--- src/rtl/multi_master_cmd_config_if.sv ---
// Button/switch inputs and per-master command buses of the command configurator.
// The board (or bench) drives through master; the configurator uses slave.
interface multi_master_cmd_config_if #(
    parameter int MASTER_NUM = 2,
    parameter int SLAVE_LEN  = 2,
    parameter int ADDR_LEN   = 12,
    parameter int DATA_LEN   = 8
);
    logic                               btn_next;
    logic                               btn_inc;
    logic                               btn_dec;
    logic [MASTER_NUM-1:0]              btn_trig;
    logic [MASTER_NUM-1:0]              rw_switch;
    logic                               mode_switch;
    logic [ADDR_LEN-1:0]                switch_array;
    logic [MASTER_NUM-1:0]              read;
    logic [MASTER_NUM-1:0]              write;
    logic [MASTER_NUM*SLAVE_LEN-1:0]    slave_bus;
    logic [MASTER_NUM*ADDR_LEN-1:0]     addr_bus;
    logic [MASTER_NUM*DATA_LEN-1:0]     data_bus;
    logic [MASTER_NUM*(ADDR_LEN+1)-1:0] burst_bus;
    logic [MASTER_NUM-1:0]              cfg_commit;
    logic [15:0]                        disp_val;

    modport master (
        output btn_next, btn_inc, btn_dec, btn_trig, rw_switch, mode_switch, switch_array,
        input  read, write, slave_bus, addr_bus, data_bus, burst_bus, cfg_commit, disp_val
    );

    modport slave (
        input  btn_next, btn_inc, btn_dec, btn_trig, rw_switch, mode_switch, switch_array,
        output read, write, slave_bus, addr_bus, data_bus, burst_bus, cfg_commit, disp_val
    );
endinterface

--- src/rtl/multi_master_cmd_config.sv ---
// Button-driven configurator: builds a staged transaction, commits it to one
// master's shadow registers, and issues one-cycle read/write strobes in run mode.
module multi_master_cmd_config #(
    parameter int MASTER_NUM = 2,
    parameter int SLAVE_LEN  = 2,
    parameter int SLAVE_NUM  = 3,
    parameter int ADDR_LEN   = 12,
    parameter int DATA_LEN   = 8,
    parameter int BURST_MAX  = 4095
) (
    input logic                     clk,
    input logic                     reset,
    multi_master_cmd_config_if.slave bus
);
    localparam int IDX_W     = (MASTER_NUM > 1) ? $clog2(MASTER_NUM) : 1;
    localparam int BURST_LEN = ADDR_LEN + 1;

    localparam logic [IDX_W-1:0]     IDX_TOP   = IDX_W'(MASTER_NUM - 1);
    localparam logic [SLAVE_LEN-1:0] SLAVE_ONE = SLAVE_LEN'(1);
    localparam logic [SLAVE_LEN-1:0] SLAVE_TOP = SLAVE_LEN'(SLAVE_NUM);
    localparam logic [BURST_LEN-1:0] BURST_ONE = BURST_LEN'(1);
    localparam logic [BURST_LEN-1:0] BURST_TOP = BURST_LEN'(BURST_MAX);

    typedef enum logic [2:0] {
        IDLE       = 3'd0,
        SEL_MASTER = 3'd1,
        SEL_SLAVE  = 3'd2,
        SEL_ADDR   = 3'd3,
        SEL_DATA   = 3'd4,
        SEL_BURST  = 3'd5,
        CONFIRM    = 3'd6
    } state_t;

    state_t                state_reg;
    logic [IDX_W-1:0]      stg_idx_reg;
    logic [SLAVE_LEN-1:0]  stg_slave_reg;
    logic [ADDR_LEN-1:0]   stg_addr_reg;
    logic [DATA_LEN-1:0]   stg_data_reg;
    logic [BURST_LEN-1:0]  stg_burst_reg;
    logic                  next_q_reg, inc_q_reg, dec_q_reg;
    logic [MASTER_NUM-1:0] trig_q_reg;
    logic [MASTER_NUM-1:0] cfg_commit_reg, read_reg, write_reg;
    logic [MASTER_NUM-1:0] commit_sel;
    logic [11:0]           disp_low;

    // Edge detection with fixed priority next > inc > dec; run mode masks all config edges.
    logic ev_next, ev_inc, ev_dec, cfg_next, cfg_inc, cfg_dec, cfg_any, do_commit;
    logic [MASTER_NUM-1:0] ev_trig;
    assign ev_next   = bus.btn_next & ~next_q_reg;
    assign ev_inc    = bus.btn_inc  & ~inc_q_reg;
    assign ev_dec    = bus.btn_dec  & ~dec_q_reg;
    assign ev_trig   = bus.btn_trig & ~trig_q_reg;
    assign cfg_next  = ev_next & ~bus.mode_switch;
    assign cfg_inc   = ev_inc & ~ev_next & ~bus.mode_switch;
    assign cfg_dec   = ev_dec & ~ev_inc & ~ev_next & ~bus.mode_switch;
    assign cfg_any   = cfg_next | cfg_inc | cfg_dec;
    assign do_commit = (state_reg == CONFIRM) && cfg_next;

    always_ff @(posedge clk) begin
        if (reset) begin
            state_reg      <= IDLE;
            stg_idx_reg    <= '0;
            stg_slave_reg  <= SLAVE_ONE;
            stg_addr_reg   <= '0;
            stg_data_reg   <= '0;
            stg_burst_reg  <= BURST_ONE;
            next_q_reg     <= 1'b1;
            inc_q_reg      <= 1'b1;
            dec_q_reg      <= 1'b1;
            trig_q_reg     <= '1;
            cfg_commit_reg <= '0;
            read_reg       <= '0;
            write_reg      <= '0;
        end else begin
            next_q_reg     <= bus.btn_next;
            inc_q_reg      <= bus.btn_inc;
            dec_q_reg      <= bus.btn_dec;
            trig_q_reg     <= bus.btn_trig;
            cfg_commit_reg <= commit_sel;
            read_reg       <= {MASTER_NUM{bus.mode_switch}} & ev_trig & bus.rw_switch;
            write_reg      <= {MASTER_NUM{bus.mode_switch}} & ev_trig & ~bus.rw_switch;
            if (bus.mode_switch || (state_reg == IDLE && cfg_any)) begin
                state_reg     <= bus.mode_switch ? IDLE : SEL_MASTER;
                stg_idx_reg   <= '0;
                stg_slave_reg <= SLAVE_ONE;
                stg_addr_reg  <= '0;
                stg_data_reg  <= '0;
                stg_burst_reg <= BURST_ONE;
            end else begin
                case (state_reg)
                    SEL_MASTER: begin
                        if (cfg_next)     state_reg   <= SEL_SLAVE;
                        else if (cfg_inc) stg_idx_reg <= (stg_idx_reg == IDX_TOP) ? '0 : stg_idx_reg + 1'b1;
                        else if (cfg_dec) stg_idx_reg <= (stg_idx_reg == '0) ? IDX_TOP : stg_idx_reg - 1'b1;
                    end
                    SEL_SLAVE: begin
                        if (cfg_next)     state_reg     <= SEL_ADDR;
                        else if (cfg_inc) stg_slave_reg <= (stg_slave_reg == SLAVE_TOP) ? SLAVE_ONE : stg_slave_reg + 1'b1;
                        else if (cfg_dec) stg_slave_reg <= (stg_slave_reg == SLAVE_ONE) ? SLAVE_TOP : stg_slave_reg - 1'b1;
                    end
                    SEL_ADDR: if (cfg_next) begin
                        stg_addr_reg <= bus.switch_array;
                        state_reg    <= SEL_DATA;
                    end
                    SEL_DATA: if (cfg_next) begin
                        stg_data_reg <= bus.switch_array[DATA_LEN-1:0];
                        state_reg    <= SEL_BURST;
                    end
                    SEL_BURST: begin
                        if (cfg_next)     state_reg     <= CONFIRM;
                        else if (cfg_inc) stg_burst_reg <= (stg_burst_reg == BURST_TOP) ? BURST_ONE : stg_burst_reg + 1'b1;
                        else if (cfg_dec) stg_burst_reg <= (stg_burst_reg == BURST_ONE) ? BURST_TOP : stg_burst_reg - 1'b1;
                    end
                    CONFIRM: if (cfg_next || cfg_dec) state_reg <= IDLE;
                    default: state_reg <= IDLE;
                endcase
            end
        end
    end

    // Per-master shadow registers; only the selected master loads on commit.
    generate
        for (genvar gi = 0; gi < MASTER_NUM; gi++) begin : g_master
            logic [SLAVE_LEN-1:0] slave_sh_reg;
            logic [ADDR_LEN-1:0]  addr_sh_reg;
            logic [DATA_LEN-1:0]  data_sh_reg;
            logic [BURST_LEN-1:0] burst_sh_reg;

            assign commit_sel[gi] = do_commit && (stg_idx_reg == IDX_W'(gi));

            always_ff @(posedge clk) begin
                if (reset) begin
                    slave_sh_reg <= SLAVE_ONE;
                    addr_sh_reg  <= '0;
                    data_sh_reg  <= '0;
                    burst_sh_reg <= BURST_ONE;
                end else if (commit_sel[gi]) begin
                    slave_sh_reg <= stg_slave_reg;
                    addr_sh_reg  <= stg_addr_reg;
                    data_sh_reg  <= stg_data_reg;
                    burst_sh_reg <= stg_burst_reg;
                end
            end

            assign bus.slave_bus[gi*SLAVE_LEN +: SLAVE_LEN] = slave_sh_reg;
            assign bus.addr_bus[gi*ADDR_LEN +: ADDR_LEN]    = addr_sh_reg;
            assign bus.data_bus[gi*DATA_LEN +: DATA_LEN]    = data_sh_reg;
            assign bus.burst_bus[gi*BURST_LEN +: BURST_LEN] = burst_sh_reg;
        end
    endgenerate

    // Display follows the live switches in the entry states so the user sees what next will latch.
    always_comb begin
        disp_low = '0;
        case (state_reg)
            SEL_MASTER:         disp_low = 12'(stg_idx_reg) + 12'd1;
            SEL_SLAVE:          disp_low = 12'(stg_slave_reg);
            SEL_ADDR:           disp_low = 12'(bus.switch_array);
            SEL_DATA:           disp_low = 12'(bus.switch_array[DATA_LEN-1:0]);
            SEL_BURST, CONFIRM: disp_low = 12'(stg_burst_reg);
            default:            disp_low = '0;
        endcase
    end

    assign bus.disp_val   = bus.mode_switch ? 16'h0000 : {1'b0, state_reg, disp_low};
    assign bus.cfg_commit = cfg_commit_reg;
    assign bus.read       = read_reg;
    assign bus.write      = write_reg;
endmodule
--- src/flat_wrapper.sv ---
// flat-port wrapper written by rule: the top's interface ports become plain ports
module multi_master_cmd_config_flat 
#(
    parameter int MASTER_NUM = 2,
    parameter int SLAVE_LEN  = 2,
    parameter int SLAVE_NUM  = 3,
    parameter int ADDR_LEN   = 12,
    parameter int DATA_LEN   = 8,
    parameter int BURST_MAX  = 4095
)
  (clk, reset, bus_btn_next, bus_btn_inc, bus_btn_dec, bus_btn_trig, bus_rw_switch, bus_mode_switch, bus_switch_array, bus_read, bus_write, bus_slave_bus, bus_addr_bus, bus_data_bus, bus_burst_bus, bus_cfg_commit, bus_disp_val);
  multi_master_cmd_config_if #(.MASTER_NUM(MASTER_NUM), .SLAVE_LEN(SLAVE_LEN), .ADDR_LEN(ADDR_LEN), .DATA_LEN(DATA_LEN)) bus_i ();
  input logic clk;
  input logic reset;
  input wire logic [$bits(bus_i.btn_next)-1:0] bus_btn_next;
  input wire logic [$bits(bus_i.btn_inc)-1:0] bus_btn_inc;
  input wire logic [$bits(bus_i.btn_dec)-1:0] bus_btn_dec;
  input wire logic [$bits(bus_i.btn_trig)-1:0] bus_btn_trig;
  input wire logic [$bits(bus_i.rw_switch)-1:0] bus_rw_switch;
  input wire logic [$bits(bus_i.mode_switch)-1:0] bus_mode_switch;
  input wire logic [$bits(bus_i.switch_array)-1:0] bus_switch_array;
  output wire logic [$bits(bus_i.read)-1:0] bus_read;
  output wire logic [$bits(bus_i.write)-1:0] bus_write;
  output wire logic [$bits(bus_i.slave_bus)-1:0] bus_slave_bus;
  output wire logic [$bits(bus_i.addr_bus)-1:0] bus_addr_bus;
  output wire logic [$bits(bus_i.data_bus)-1:0] bus_data_bus;
  output wire logic [$bits(bus_i.burst_bus)-1:0] bus_burst_bus;
  output wire logic [$bits(bus_i.cfg_commit)-1:0] bus_cfg_commit;
  output wire logic [$bits(bus_i.disp_val)-1:0] bus_disp_val;
  assign bus_i.btn_next = bus_btn_next;
  assign bus_i.btn_inc = bus_btn_inc;
  assign bus_i.btn_dec = bus_btn_dec;
  assign bus_i.btn_trig = bus_btn_trig;
  assign bus_i.rw_switch = bus_rw_switch;
  assign bus_i.mode_switch = bus_mode_switch;
  assign bus_i.switch_array = bus_switch_array;
  assign bus_read = bus_i.read;
  assign bus_write = bus_i.write;
  assign bus_slave_bus = bus_i.slave_bus;
  assign bus_addr_bus = bus_i.addr_bus;
  assign bus_data_bus = bus_i.data_bus;
  assign bus_burst_bus = bus_i.burst_bus;
  assign bus_cfg_commit = bus_i.cfg_commit;
  assign bus_disp_val = bus_i.disp_val;
  multi_master_cmd_config #(.MASTER_NUM(MASTER_NUM), .SLAVE_LEN(SLAVE_LEN), .SLAVE_NUM(SLAVE_NUM), .ADDR_LEN(ADDR_LEN), .DATA_LEN(DATA_LEN), .BURST_MAX(BURST_MAX)) u_core (.clk(clk), .reset(reset), .bus(bus_i));
endmodule
--- config.mk ---
export PLATFORM = sky130hd
export DESIGN_NAME = multi_master_cmd_config_flat
export DESIGN_NICKNAME = d
export VERILOG_FILES = /design/src/rtl/multi_master_cmd_config_if.sv /design/src/rtl/multi_master_cmd_config.sv /design/src/flat_wrapper.sv
export SDC_FILE = /design/constraint.sdc
export NUM_CORES = 1
export LEC_CHECK = 0
export ABC_AREA = 1
export CAP_MARGIN = 20
export CORE_MARGIN = 1
export CORE_UTILIZATION = 35
export CTS_BUF_LIST = sky130_fd_sc_hd__clkbuf_8
export CTS_CLUSTER_DIAMETER = 80
export CTS_CLUSTER_SIZE = 28
export DETAILED_ROUTE_END_ITERATION = 10
export DONT_BUFFER_PORTS = 1
export HOLD_SLACK_MARGIN = 0.15
export PLACE_DENSITY = 0.54
export SYNTH_ARGS = -nofsm -noshare
export SYNTH_HDL_FRONTEND = slang
export SYNTH_SLANG_ARGS = --single-unit
--- constraint.sdc ---
create_clock -name clk -period 4.4 [get_ports clk]
set_input_delay 0.88 -clock clk [delete_from_list [all_inputs] [get_ports clk]]
set_output_delay 0.88 -clock clk [all_outputs]
set_load 0.02 [all_outputs]
Word-level counts from Yosys, hierarchy flattened

Cells that the tools add are included.

Word-level logic and storage cells: 108
Register bits after elaboration: 120
Output and inout bits: 92

Equality and inequality tests: 16
Reduce and logical (&&, ||, !) cells: 16
$add $sub $neg: 7
Bitwise gates (word level): 25
Multiplexer cells: 23

Operators by type and width:

| cell                  | count |
|---|---|
| $pmux 12 s5           | 1 |
| $mux 13               | 4 |
| $mux 3                | 7 |
| $pmux 3 s6            | 1 |
| $mux 15               | 1 |
| $ne 3x1->1 const B    | 5 |
| $add 13x1->13 const B | 1 |
| $eq 13x1->1 const B   | 1 |
| $eq 13x12->1 const B  | 1 |
| $sub 13x1->13 const B | 1 |
| $and 1x1->1           | 9 |
| $eq 3x3->1 const B    | 3 |
| $reduce_and 3->1      | 3 |
| $and 2x2->2           | 4 |
| $mux 2                | 4 |
| $not 1->1             | 8 |
| $eq 3x2->1 const B    | 2 |
| $reduce_and 6->1      | 1 |
| $mux 1                | 5 |
| $logic_and 1x1->1     | 4 |
| $not 2->2             | 2 |
| $reduce_and 2->1      | 2 |
| $reduce_or 2->1       | 2 |
| $eq 3x1->1 const B    | 1 |
| other kinds (12)      | 14 |

Longest topological paths before layout

Gate-level depths: netlist of run 1.

Depth after elaboration: 11
Depth in mapped cells: 11

Worst setup path after synthesis of run 1

OpenSTA, ideal clock, no wires.

Path type: input port to output port
From: input port bus_mode_switch
To: output port bus_disp_val[5]
Buffers on the path: 2
Stages: 3
Required time: 3.520 ns
Arrival time: 1.552 ns
Path slack: 1.968 ns
Cells stage by stage: buf_6 -> clkbuf_1 -> a21oi_1

Word-level cells in the longest chain between the ends: 1

RTL lines:

| element         | line                           | source |
|---|---|---|
| start, declared | flat_wrapper.sv:20             | `input wire logic [$bits(bus_i.mode_switch)-1:0] bus_mode_switch;` |
| $mux 15         | multi_master_cmd_config.sv:165 | `assign bus.disp_val = bus.mode_switch ? 16'h0000 : {1'b0, state_reg, disp_low};` |
| end, declared   | flat_wrapper.sv:29             | `output wire logic [$bits(bus_i.disp_val)-1:0] bus_disp_val;` |

Every way passes these cells.

Final worst setup path of run 1

From: register u_core.state_reg[2]
To: output port bus_disp_val[3]

Word-level cells in the longest chain between the ends: 4
Elaborated cells between the ends (all ways): 9
Those cells by class: eq/ne (6); mux (2); reduce/logical (1)

RTL lines:

| element                | line                           | source |
|---|---|---|
| start, declared        | multi_master_cmd_config.sv:34  | `state_t state_reg;` |
| start signal, assigned | multi_master_cmd_config.sv:83  | `state_reg <= bus.mode_switch ? IDLE : SEL_MASTER;` |
| $eq 3x3->1             | multi_master_cmd_config.sv:155 | `case (state_reg)` |
| $reduce_or 2->1        | multi_master_cmd_config.sv:155 |  |
| $pmux 12 s5 *          | multi_master_cmd_config.sv:155 |  |
| $mux 15 *              | multi_master_cmd_config.sv:165 |  |

Mark *: on every way between the ends. The rest lies on a longest branch, timed or not.

==> impl_metrics.tcl, run 1 <==
set metrics [dict create \
    slew_headroom_pct 33.8 \
    grt_pass1_vias 4617 \
    clkTransAtPathRegs_ns 0.07 \
    max_cap_viol_count 0 \
    mostFrequentLayoutCells "nand2_1 (235), dfxtp_1 (120), a21oi_1 (78), nor2_1 (68), inv_1 (42)" \
    grt_overflow_total 0 \
    dieArea_um2 16500 \
    clock-sinks 120 \
    met1Wirelength_mm 6.66 \
    power.leakage_nw 2.23 \
    crit_chain "nand2_4 > o21ai_1 > nand2_1 > a21oi_1" \
    via_per_inst 5.08 \
    start_kind "flop" \
    grt_max_degree 49 \
    syn_avg_cell_area_um2 7.36 \
    ctsResizeCount 0 \
    vias 4866 \
    peakVddDrop_v 0.000214 \
    yosys.area.top_type_share_pct 43.0 \
    wl_per_cell_um 16.3 \
    wl_met2_mm 7.44 \
    die_w_um 128 \
    drcViolationCount 0 \
    cts.path.max_buffers 2 \
    wl_mm 15.6 \
    nFillCells 1596 \
    cp.required_ns 3.52 \
    clock_latency_ns 0.46 \
    slowest_stage "o21ai_1" \
    highest-signal-layer "met4" \
    setup_tns_ns 0 \
    setup_viol 0 \
    rows 45 \
    synth_edf_count 0 \
    synth_fp_nets 786 \
    ant_nets 0 \
    netlist.top_cell.by_area "dfxtp_1" \
    post_cts_buffers 0 \
    firstDrtPassIters 5 \
    nNetsFinal 762 \
    slew_violations 0 \
    root_buffer "clkbuf_8" \
    cp_max_fo 16 \
    final_area_um2 6010 \
    multi_input_area_um2 2710 \
    die_h_um 128 \
    ys_seq_area_share_pct 43.0 \
    fmax_ghz 0.285 \
    period_share_pct 79.6 \
    final_util_pct 39.1 \
    tightest_slew_ns 0.986 \
    largest_reg_flops 26 \
    core-area_um2 15400 \
    crit_type "reg -> out" \
    fin_crit_ns 3.50 \
    status "completed" \
    htree_levels 4 \
    drive_above_1_share_pct 12.5 \
    diodes 0 \
    synthArstFlopShare_pct 0 \
    netlist_area_um2 5580 \
    ys_seq_elements 120 \
    place.gp.congestion 0.867 \
    synth_area_leaders "dfxtp_1 (43%), nand2_1 (16%), a21oi_1 (7.0%)" \
    crit_path_end_kind "primary output" \
    grt_pass1_wl_mm 24.4 \
    dp_hpwl_mm 11.3 \
    dpl_cell_area_um2 5570 \
    synthFlopType "dfxtp_1" \
    p_per_area_nw_per_um2 373 \
    initial_core_util_pct 36.3 \
    hold_buffers 0 \
    yosysWarnings 0 \
    hold_viol 0 \
    cts_tree "done" \
    drt-initial-drc-count 213 \
    final_common_cell "nand2_1" \
    critPathMaxStageDelay_ns 0.73 \
    arrival_ns 2.62 \
    synth_cell_type_count 42 \
    seqCellArea_um2 2400 \
    rsz0062_at_grt "no" \
    antenna_found_initial 0 \
    skew_ns 0.0132 \
    holdCritPathClass "reg -> reg" \
    grt.total_usage_pct 19.5 \
    port_buffers 0 \
    postSynthCellCount 758 \
    cts_buffers 17 \
    syn2layout_area_growth_pct 7.60 \
    pin_count 114 \
    met3_length_mm 1.13 \
]
-- Yosys cell counts (4+ instances only) --
master / n
nor2_1: 68
ha_1: 6
a22oi_1: 5
o21ai_0: 17
nand2_1: 235
xor2_1: 8
a21oi_2: 27
buf_6: 9
nand4_1: 13
buf_4: 6
o211ai_1: 5
inv_2: 6
clkbuf_1: 10
nand3_1: 26
dfxtp_1: 120
buf_2: 16
o21ai_1: 17
nor3_1: 4
inv_1: 38
nor2_2: 8
nand2_2: 7
a21oi_1: 78
-- report_power, final --
group          switching, mW  internal (mW)
clock                  0.443          0.651
combinational         0.0424         0.0126
sequential           0.00452           1.09
-- worst paths after layout --
kind	startpoint	to	slack, ns	depth (start not counted)
setup / recovery	u_core.state_reg[2]$_SDFFE_PP0P_	bus_disp_val[3]	0.90	4
hold reg to reg	u_core.stg_addr_reg[5]$_SDFFE_PP0P_	u_core.g_master[1].addr_sh_reg[5]$_SDFFE_PP0P_	0.48	2
hold / removal	u_core.stg_addr_reg[5]$_SDFFE_PP0P_	u_core.g_master[1].addr_sh_reg[5]$_SDFFE_PP0P_	0.48	2
setup reg to reg	u_core.state_reg[2]$_SDFFE_PP0P_	u_core.g_master[0].burst_sh_reg[2]$_SDFFE_PP0P_	2.05	6
-- kinds of logic (layout without fill, tap and decap cells) --
logic type | count (synthesis) | in the layout | share of synthesized area (%)
flops | 120 | 120 | 43.0
other cells | 1 | 1 | 0.0672
compound gates | 154 | 154 | 16.5
buf+inv | 92 | 80 | 8.34
xor+xnor | 9 | 9 | 1.41
simple gates | 376 | 376 | 29.3
fa+ha+maj | 6 | 6 | 1.34
-- layer usage --
| layer | GRT usage (%) | vias up |
|---|---|---|
| met2 | 32.8 | 144 |
| met1 | 23.0 | 2297 |
| met4 | 9.55 | 0 |
| li1 | - | 2395 |
| met3 | 5.26 | 30 |
| met5 | 0 | - |
-- per-stage QoR --
step                cells  hold WS, ns  worst slack [ns]  power (mW)
floorplan             758        0.452              1.97        1.18
global placement      926        0.466              1.41        1.17
detailed placement    926        0.469              1.32        1.17
CTS                   957        0.471             0.892        2.26
global route          957        0.479             0.698        2.31
finish                957        0.479             0.897        2.24
-- worst max-delay path, delay by kind of cell (launching register included) --
kind	cells	cell delay, ns
AO/OA/AOI/OAI	2	1.17
flip-flops	1	0.70
AND/OR/NAND/NOR	2	0.30
-- final cells by class --
type,count,area share [%]
Sequential cell,120,40.0
Inverter,49,3.23
Multi-Input combinational cell,546,45.2
Clock inverter,11,2.60
Clock buffer,20,4.58
Tap cell,211,4.40
(Power assumes the default switching activity.)
==> run 2, diff against run 1 <==
Clock period 4.4 ns to 3.29 ns, I/O delays scaled along.
==> run 2 against run 1 <==
Worst setup slack worse by 0.66 ns. Hold slack got worse by 0.21 ns. Largest cell class unchanged. Critical endpoint unchanged. Combinational power up 42%.
==> impl_metrics.tcl, run 2 (synthesis results as in run 1) <==
set metrics [dict create \
    worst_hold_path.num_cells 1 \
    fmax_ghz 0.328 \
    drcViolationCount 0 \
    grt_pass1_wl_mm 24.4 \
    setup_tns_ns 0 \
    cp_max_fo 16 \
    rsz0062_at_grt "no" \
    holdCritPathClass "in -> reg" \
    max_cap_viol_count 0 \
    ctsResizeCount 0 \
    die_h_um 128 \
    clock_latency_ns 0.45 \
    diodes 0 \
    antenna_found_initial 0 \
    tightest_slew_ns 0.663 \
    place.gp.congestion 0.886 \
    cp.required_ns 2.63 \
    drive_above_1_share_pct 13.5 \
    power_mw 3.20 \
    port_buffers 0 \
    final_common_cell "nand2_1" \
    grt_pass1_vias 4655 \
    post-place-ws_ns 0.737 \
    hold_viol 0 \
    dieArea_um2 16500 \
    skew_ns 0.0101 \
    period_share_pct 92.7 \
    power.leakage_nw 2.25 \
    drt-initial-drc-count 243 \
    status "completed" \
    slew_violations 0 \
    nNetsFinal 765 \
    clock-sinks 120 \
    hold_buffers 0 \
    start_kind "flop" \
    syn2layout_area_growth_pct 9.08 \
    fin_crit_ns 3.05 \
    wl_per_cell_um 16.2 \
    arrival_ns 2.39 \
    die_w_um 128 \
    clkTransAtPathRegs_ns 0.08 \
    root_buffer "clkbuf_8" \
    reg2regPathDepth 6 \
    vias 4859 \
    post_cts_buffers 0 \
    dp_hpwl_mm 11.1 \
    timing.final.ws_setup_ns 0.240 \
    cts_buffers 17 \
    met1Wirelength_mm 6.84 \
    core-area_um2 15400 \
    highest-signal-layer "met4" \
    via_per_inst 5.06 \
    cts_tree "done" \
    dp_cells 929 \
    p_per_area_nw_per_um2 525 \
    cts.path.max_buffers 2 \
    crit_path_end_kind "primary output" \
    crit_type "reg -> out" \
    firstDrtPassIters 5 \
    wl_met2_mm 7.32 \
    grt_overflow_total 0 \
    rows 45 \
    initial_core_util_pct 36.3 \
    final_cells 961 \
    slew_headroom_pct 55.7 \
    hold_ws_ns 0.274 \
    largest_reg_flops 26 \
    pin_count 114 \
    grt.total_usage_pct 19.4 \
    grt_max_degree 49 \
    wl_mm 15.5 \
    ant_nets 0 \
    mostFrequentLayoutCells "nand2_1 (235), dfxtp_1 (120), a21oi_1 (78), nor2_1 (68), inv_1 (38)" \
    met3_length_mm 1.02 \
    peakVddDrop_v 0.000290 \
    htree_levels 4 \
    setup_viol 0 \
]
## run 2: cell types whose count changed in the layout (fill, tap and decap cells not counted)
cell and delta:
inv_1 -4, buf_4 +3, inv_6 +3, bufinv_16 +2
clkbuf_8 -2, clkinv_4 +1, clkinvlp_4 +1
## run 2: critical path, stage by stage (launching register included)
cell     delay [ns]
dfxtp_1        0.71
nand2_4        0.17
o21ai_1        0.35
buf_4          0.23
nand2_1        0.07
a21oi_1        0.41
## run 2: through the flow
step / cell area [um2] / util, %
floorplan: 5580 / -
global placement: 5600 / 36.4
detailed placement: 5600 / 36.4
CTS: 6090 / 39.6
global route: 6090 / 39.6
finish: 6090 / 39.6
## run 2: area by class of cell
class,count,area [um2]
Sequential cell,120,2400
Multi-Input combinational cell,546,2710
Inverter,49,194
Timing Repair Buffer,3,22.5
Fill cell,1606,9280
Clock inverter,14,244
Clock buffer,18,248
Tap cell,211,264
## run 2: final timing paths
| kind | start | to | slack [ns] |
|---|---|---|---|
| max | u_core.state_reg[2]$_SDFFE_PP0P_ | bus_disp_val[3] | 0.24 |
| min | bus_rw_switch[0] | u_core.bus.write[0]$_SDFF_PP0_ | 0.27 |
| max reg2reg | u_core.state_reg[2]$_SDFFE_PP0P_ | u_core.g_master[0].burst_sh_reg[1]$_SDFFE_PP0P_ | 0.92 |
| min reg2reg | u_core.stg_addr_reg[6]$_SDFFE_PP0P_ | u_core.g_master[0].addr_sh_reg[6]$_SDFFE_PP0P_ | 0.48 |
## run 2: per-layer routing
layer  GRT usage (%)  vias up
li1                -     2401
met1            23.2     2295
met2            32.4      140
met3            6.22       23
met4            7.54        0
met5               0        -
## run 2: power breakdown
part	internal [mW]	total (mW)	switching [mW]
Combinational	0.0190	0.0779	0.0589
Sequential	1.46	1.46	0.00640
Clock	1.01	1.66	0.652
Total	2.48	3.20	0.718
